==> config.mk <==
export PLATFORM = sky130hd
export DESIGN_NAME = priority_decoder_4_12_seq_flat
export DESIGN_NICKNAME = d
export VERILOG_FILES = /design/src/rtl/priority_decoder_4_12_seq_if.sv /design/src/rtl/priority_decoder_4_12_seq.sv /design/src/flat_wrapper.sv
export SDC_FILE = /design/constraint.sdc
export NUM_CORES = 1
export LEC_CHECK = 0
export CAP_MARGIN = 10
export CORE_ASPECT_RATIO = 1.5
export CORE_MARGIN = 8
export CORE_UTILIZATION = 25
export CTS_CLUSTER_SIZE = 12
export DETAILED_ROUTE_END_ITERATION = 16
export GPL_ROUTABILITY_DRIVEN = 0
export PLACE_DENSITY_LB_ADDON = 0.2
export SYNTH_ARGS = -nofsm -noshare
export SYNTH_HDL_FRONTEND = slang
export SYNTH_SLANG_ARGS = --single-unit
==> constraint.sdc <==
create_clock -name clk -period 3.8 [get_ports clk]
set_input_delay 0.57 -clock clk [delete_from_list [all_inputs] [get_ports clk]]
set_output_delay 0.57 -clock clk [all_outputs]
set_load 0.02 [all_outputs]
==> src/rtl/priority_decoder_4_12_seq_if.sv <==
// Handshake and request-bus bundle between a code source and the 4-to-12 sequenced decoder.
// Master presents codes; slave accepts them and drives the one-hot request bus.
interface priority_decoder_4_12_seq_if;
    logic        in_valid;
    logic        in_ready;
    logic [3:0]  code;
    logic [11:0] r;
    logic        busy;
    logic        done;
    logic        err;

    modport master (
        output in_valid, code,
        input  in_ready, r, busy, done, err
    );

    modport slave (
        input  in_valid, code,
        output in_ready, r, busy, done, err
    );
endinterface

==> src/rtl/priority_decoder_4_12_seq.sv <==
// Sequenced 4-to-12 decoder: each code 1..12 holds its one-hot line on r for HOLD_CYCLES cycles.
// Latency 1 cycle from acceptance to r; one pending slot gives gapless back-to-back codes;
// in_ready drops only while the pending slot is full.
module priority_decoder_4_12_seq #(
    parameter int HOLD_CYCLES = 4
) (
    input  logic                         clk,
    input  logic                         reset,
    priority_decoder_4_12_seq_if.slave   bus
);
    localparam int CNT_W = $clog2(HOLD_CYCLES + 1);
    localparam logic [CNT_W-1:0] CNT_LOAD = CNT_W'(HOLD_CYCLES - 1);
    localparam logic [CNT_W-1:0] CNT_ONE  = CNT_W'(1);
    localparam logic             LOAD_IS_LAST = (HOLD_CYCLES == 1);

    typedef enum logic {IDLE = 1'b0, DRIVE = 1'b1} state_t;

    state_t           state;
    logic [CNT_W-1:0] cnt;
    logic             pend_vld;
    logic [3:0]       pend_code;
    logic [11:0]      r_q;
    logic             done_q;
    logic             err_q;

    logic accept;
    logic code_ok;
    logic code_ill;

    function automatic logic [11:0] onehot(input logic [3:0] c);
        logic [11:0] base;
        base   = 12'h001;
        onehot = base << (c - 4'd1);
    endfunction

    assign accept   = bus.in_valid && !pend_vld;
    assign code_ok  = (bus.code != 4'd0) && (bus.code <= 4'd12);
    assign code_ill = (bus.code >= 4'd13);

    // done is registered, so it is raised on the edge that makes the counter reach zero
    always_ff @(posedge clk or posedge reset) begin
        if (reset) begin
            state     <= IDLE;
            cnt       <= '0;
            pend_vld  <= 1'b0;
            pend_code <= 4'd0;
            r_q       <= 12'h000;
            done_q    <= 1'b0;
            err_q     <= 1'b0;
        end else begin
            done_q <= 1'b0;
            err_q  <= accept && code_ill;
            case (state)
                IDLE: begin
                    if (accept && code_ok) begin
                        state  <= DRIVE;
                        r_q    <= onehot(bus.code);
                        cnt    <= CNT_LOAD;
                        done_q <= LOAD_IS_LAST;
                    end
                end
                DRIVE: begin
                    if (cnt != '0) begin
                        cnt    <= cnt - CNT_ONE;
                        done_q <= (cnt == CNT_ONE);
                        if (accept && code_ok) begin
                            pend_vld  <= 1'b1;
                            pend_code <= bus.code;
                        end
                    end else if (pend_vld) begin
                        r_q      <= onehot(pend_code);
                        cnt      <= CNT_LOAD;
                        done_q   <= LOAD_IS_LAST;
                        pend_vld <= 1'b0;
                    end else if (accept && code_ok) begin
                        r_q    <= onehot(bus.code);
                        cnt    <= CNT_LOAD;
                        done_q <= LOAD_IS_LAST;
                    end else begin
                        state <= IDLE;
                        r_q   <= 12'h000;
                    end
                end
                default: begin
                    state <= IDLE;
                    r_q   <= 12'h000;
                end
            endcase
        end
    end

    assign bus.in_ready = !pend_vld;
    assign bus.r        = r_q;
    assign bus.busy     = (state == DRIVE);
    assign bus.done     = done_q;
    assign bus.err      = err_q;
endmodule

==> src/flat_wrapper.sv <==
// flat-port wrapper written by rule: the top's interface ports become plain ports
module priority_decoder_4_12_seq_flat 
#(
    parameter int HOLD_CYCLES = 4
)
  (clk, reset, bus_in_valid, bus_code, bus_in_ready, bus_r, bus_busy, bus_done, bus_err);
  priority_decoder_4_12_seq_if bus_i ();
  input  logic clk;
  input  logic reset;
  input wire logic [$bits(bus_i.in_valid)-1:0] bus_in_valid;
  input wire logic [$bits(bus_i.code)-1:0] bus_code;
  output wire logic [$bits(bus_i.in_ready)-1:0] bus_in_ready;
  output wire logic [$bits(bus_i.r)-1:0] bus_r;
  output wire logic [$bits(bus_i.busy)-1:0] bus_busy;
  output wire logic [$bits(bus_i.done)-1:0] bus_done;
  output wire logic [$bits(bus_i.err)-1:0] bus_err;
  assign bus_i.in_valid = bus_in_valid;
  assign bus_i.code = bus_code;
  assign bus_in_ready = bus_i.in_ready;
  assign bus_r = bus_i.r;
  assign bus_busy = bus_i.busy;
  assign bus_done = bus_i.done;
  assign bus_err = bus_i.err;
  priority_decoder_4_12_seq #(.HOLD_CYCLES(HOLD_CYCLES)) u_core (.clk(clk), .reset(reset), .bus(bus_i));
endmodule
After elaboration in Yosys (flattened, before gate mapping) --
Index checks and enable logic that the tools add are counted.
Operators by class: shift operators 2, muxes and demuxes 17, eq/ne operators 4, reduce and logical (&&, ||, !) cells 10, $lt $le $gt $ge 2, bitwise operators 1, $add $sub $neg 3
Operators with widths (number):
- $mux W12 | 4
- $pmux W12 S2 | 1
- $shl A1 B4 Y12 const A | 2
- $mux W3 | 3
- $sub A4 B1 Y4 const B | 2
- $mux W1 | 6
- $pmux W3 S2 | 1
- $ge A4 B4 Y1 const B | 1
- $le A4 B4 Y1 const B | 1
- $logic_and A1 B1 Y1 | 4
- $ne A2 B2 Y1 const B | 2
- $pmux W1 S2 | 2
- $reduce_and A2 Y1 | 2
- $reduce_bool A4 Y1 | 1
- $eq A3 B1 Y1 const B | 1
- $reduce_and A3 Y1 | 1
- $reduce_bool A3 Y1 | 1
- $sub A3 B1 Y3 const B | 1
- $ne A2 B1 Y1 const B | 1
- $logic_not A1 Y1 | 1
- $not A1 Y1 | 1
Storage, ports and cells: output and inout bits 16, bits in registers 23, input bits 7

Longest topological paths before layout --
depth in word-level cells 7, depth in mapped cells 7, depth with buffers taken out 6

Worst setup path before layout --
OpenSTA, ideal clock, no wires.
kind input to register, start point in bus_code[1], end point reg u_core.r_q[0], in the netlist u_core.bus.r[0], data arrival time 1906 ps, required time 3675 ps, path slack 1769 ps, path buffers 2, cell stages on the path 5, path through buf_2 or4_4 a32oi_2 buf_6 mux2_4
On the way: cells in the longest elaborated chain, start to end 7
RTL lines:
- start: declaration | line flat_wrapper.sv:11 | input wire logic [$bits(bus_i.code)-1:0] bus_code;
- $le A4 B4 Y1 or $reduce_bool A4 Y1 (tied branches) | line priority_decoder_4_12_seq.sv:37 | assign code_ok = (bus.code != 4'd0) && (bus.code <= 4'd12);
- $logic_and A1 B1 Y1 | line priority_decoder_4_12_seq.sv:37
- $logic_and A1 B1 Y1 | line priority_decoder_4_12_seq.sv:55, priority_decoder_4_12_seq.sv:75
- $mux W12 | line priority_decoder_4_12_seq.sv:75 | end else if (accept && code_ok) begin
- $mux W12 | line priority_decoder_4_12_seq.sv:70 | end else if (pend_vld) begin
- $mux W12 | line priority_decoder_4_12_seq.sv:63 | if (cnt != '0) begin
- $pmux W12 S2 | line priority_decoder_4_12_seq.sv:53 | case (state)
- end signal: assignment | line priority_decoder_4_12_seq.sv:57 | r_q <= onehot(bus.code);
- end signal: assignment | line priority_decoder_4_12_seq.sv:71 | r_q <= onehot(pend_code);
- end signal: assignment | line priority_decoder_4_12_seq.sv:76 | r_q <= onehot(bus.code);
- end: declaration | line priority_decoder_4_12_seq.sv:22 | logic [11:0] r_q;
Parallel ways exist; a longest one is shown, timed or not. The select of a mux whose other input is x is not followed. A chain may end at the register's enable or synchronous reset.

Final worst setup path --
start point in bus_code[0], end point reg u_core.r_q[9], in the netlist u_core.bus.r[9]
Same word-level chain as after synthesis.

==> run summary <==
Run status = complete, no violations
# IOs = 23
Depth of the CTS H-tree = 1
Crit-path max FO = 15
Top sig layer = met4
Start of the worst register-to-register path = u_core.bus.busy
Hold endpoint = u_core.bus.r[3]
Top_reg_cell synth = dfrtp_1
Rows = 32
Synth area leaders = dfrtp_1 44%, ha_1 4.8%, mux2_2 4.3%
Post-CTS Resized = 0
Hold Path Depth = 2
Number of global-route vias before repair = 1124
Routed len/inst = 15.01 um
Seq cells post-synth = 23
Cell family with most CP delay = simple AND/OR/NAND/NOR gates
Worst Setup SP = bus_code[0]
Reg clk slew, reported paths = 0.08 ns
CP Class = primary input to register
Remaining antenna violation count = 0
Commonest cells in the netlist = 23 x dfrtp_1, 13 x nand2_1, 10 x o21ai_0, 8 x nor2_1, 7 x inv_1
Die span in x = 75.13 um
TritonRoute pass-1 iters = 5
Max transition margin = 40.24%
Clk_lat worst skew = 0.27 ns
Met3 WL post-DR = 237 um
Synthesis-to-finish area growth = 24.05%
DR WL met2 = 1736 um
Flop2flop setup slack = 1.76 ns
Worst hold path class = register to register
Max incr delay on CP = 0.68 ns
PwrDens = 769.7 mW/mm2
Tightest Pin Transition = 0.8955 ns
Die area = 0.007866 mm2
Vias per cell = 4.927
Final Hold Viols = 0
Critical Path Stages = 5
Starting Density = 25.79%
Setup TNS Final = 0 ns
Endpoints failing setup = 0
Syn avg cell area = 9.859 um2
Peak VDD IR = 0.3041 mV
Cell Area, Synth = 0.001311 mm2
CTS Root Buffer Type = clkbuf_8
Warnings, synthesis = 0
Via count = 1084
Synthesized net count = 145
Die height = 104.7 um
Max Cap Viol = 0
Port Buf Inserts = 22
Cell count after synthesis = 133
Slew Viols, Final = 0
Number of buffers created by CTS = 3
Layout cells sized above 1 = 11.18%
Final hold slack = 0.4836 ns
Post-synthesis sequential area ratio = 43.89%
Global route overflow = 0
Number of DRC markers in iteration 0 = 56
WL final = 3302 um
Worst Min Path Start = u_core.bus.r[3]
GRT Util Overall = 8.735%
Hpwl dp = 2526 um
Area leader, netlist = dfrtp_1
# Post-CTS Setup Buffers = 0
M1 WL = 1262 um
Power Total = 1.252 mW
Largest net degree at the start of global routing = 24
Crit path capture type = register
# DRC = 0
Post-CTS Hold Fix Bufs = 0
Final net count = 165
CTS max path bufs = 2
Highest Clock Rate = 0.3752 GHz
Clk sinks = 23
FFs w/ async S/R, synth = 100.0%
CP max stage cell = a32oi_2
Critical path startpoint category = primary input
Ant. Diodes = 0
R2R depth = 4
Global-route wire length before repair = 5326 um
Leakage = 0.6680 nW
Post-layout minimum cycle time = 2.665 ns
Number of flops mapped to enable cells by yosys = 0
Share of the synthesized area in the top cell type = 43.89%
R2r endpoint = u_core.bus.r[9]
Initial antenna violation count = 0
WP data required = 3.96 ns
RSZ-0062 raised after global routing = false
Setup Skew = 0.002772 ns
Arrival time worst endpoint = 2.83 ns
Top-count cell post-synth = dfrtp_1
Worst Path Buf+Inv = 1
Final Cycle Share = 70.14%
Core box area = 0.005085 mm2
Unique masters post-synth = 44
CTS tree = built
Crit-path cells = clkdlybuf4s50_1, or4_4, a32oi_2, or2b_1, o31a_1
through the flow:
stage          worst slack, ns  instances  area [um2]  utilization (%)
2_1_floorplan            1.769        133        1311                -
3_3_place_gp            0.8928        216        1580            31.08
3_5_place_dp            0.8580        216        1580            31.08
4_1_cts                  1.145        220        1627            31.99
5_1_grt                  1.032        220        1627            31.99
6_report                 1.135        220        1627            31.99
power breakdown:
group	total [mW]	switching (mW)	internal [mW]
Combinational	0.626	0.322	0.304
Clock	0.157	0.0834	0.0734
Sequential	0.469	0.117	0.353
kinds of logic after synthesis:
logic type                 count (synthesis)  synth area share, %
AOI/OAI and AO/OA                         34                18.89
adders and majority gates                  5                4.771
buffers and inverters                     15                5.344
DFF                                       23                43.89
muxes                                      9                8.492
and+or+nand+nor                           47                18.61
sequential cells by signal, summed over array words and instances, names as in the netlist:
register and flops:
u_core.bus.r 12, u_core.bus.done 1, u_core.bus.busy 1, u_core.pend_vld 1, u_core.bus.err 1, u_core.cnt 3
u_core.pend_code 4
cells in the final DEF, fill, tap and decap left out, types with 5 or more instances in the layout:
| cell | instances |
|---|---|
| nor2_1 | 8 |
| mux2_2 | 5 |
| nor3_1 | 5 |
| ha_1 | 5 |
| o21ai_0 | 10 |
| clkdlybuf4s50_1 | 22 |
| inv_1 | 7 |
| nand2_1 | 13 |
| dfrtp_1 | 23 |
| nand2b_1 | 5 |
worst min-delay path, delay by kind of cell, from the launching register on:
family           cells  cell delay [ns]
flip-flops           1             0.35
AO/OA/AOI/OAI        1             0.06
AND/OR/NAND/NOR      1             0.04
metal layers:
metal,GRT usage (%),up-vias
li1,-,519
met5,0,-
met2,15.45,41
met1,8.503,517
met4,4.834,0
met3,2.679,7
cell type report:
cell class                      instances  area [um2]
Sequential cell                        23       575.6
Inverter                                7       26.28
Fill cell                             536        3458
Clock buffer                            3       41.29
Timing Repair Buffer                   23       227.7
Multi-Input combinational cell         95       665.6
Clock inverter                          1       5.005
Tap cell                               68       85.08
worst max-delay path by stage:
stage,endpoint,slack (ns)
6_report,u_core.bus.r[9],1.13
5_1_grt,u_core.bus.r[2],1.03
4_1_cts,u_core.bus.r[9],1.14
3_5_place_dp,u_core.bus.r[9],0.86
3_3_place_gp,u_core.bus.r[9],0.89
2_1_floorplan,u_core.bus.r[0],1.77
Note: power is estimated with default switching activity, not from simulation.
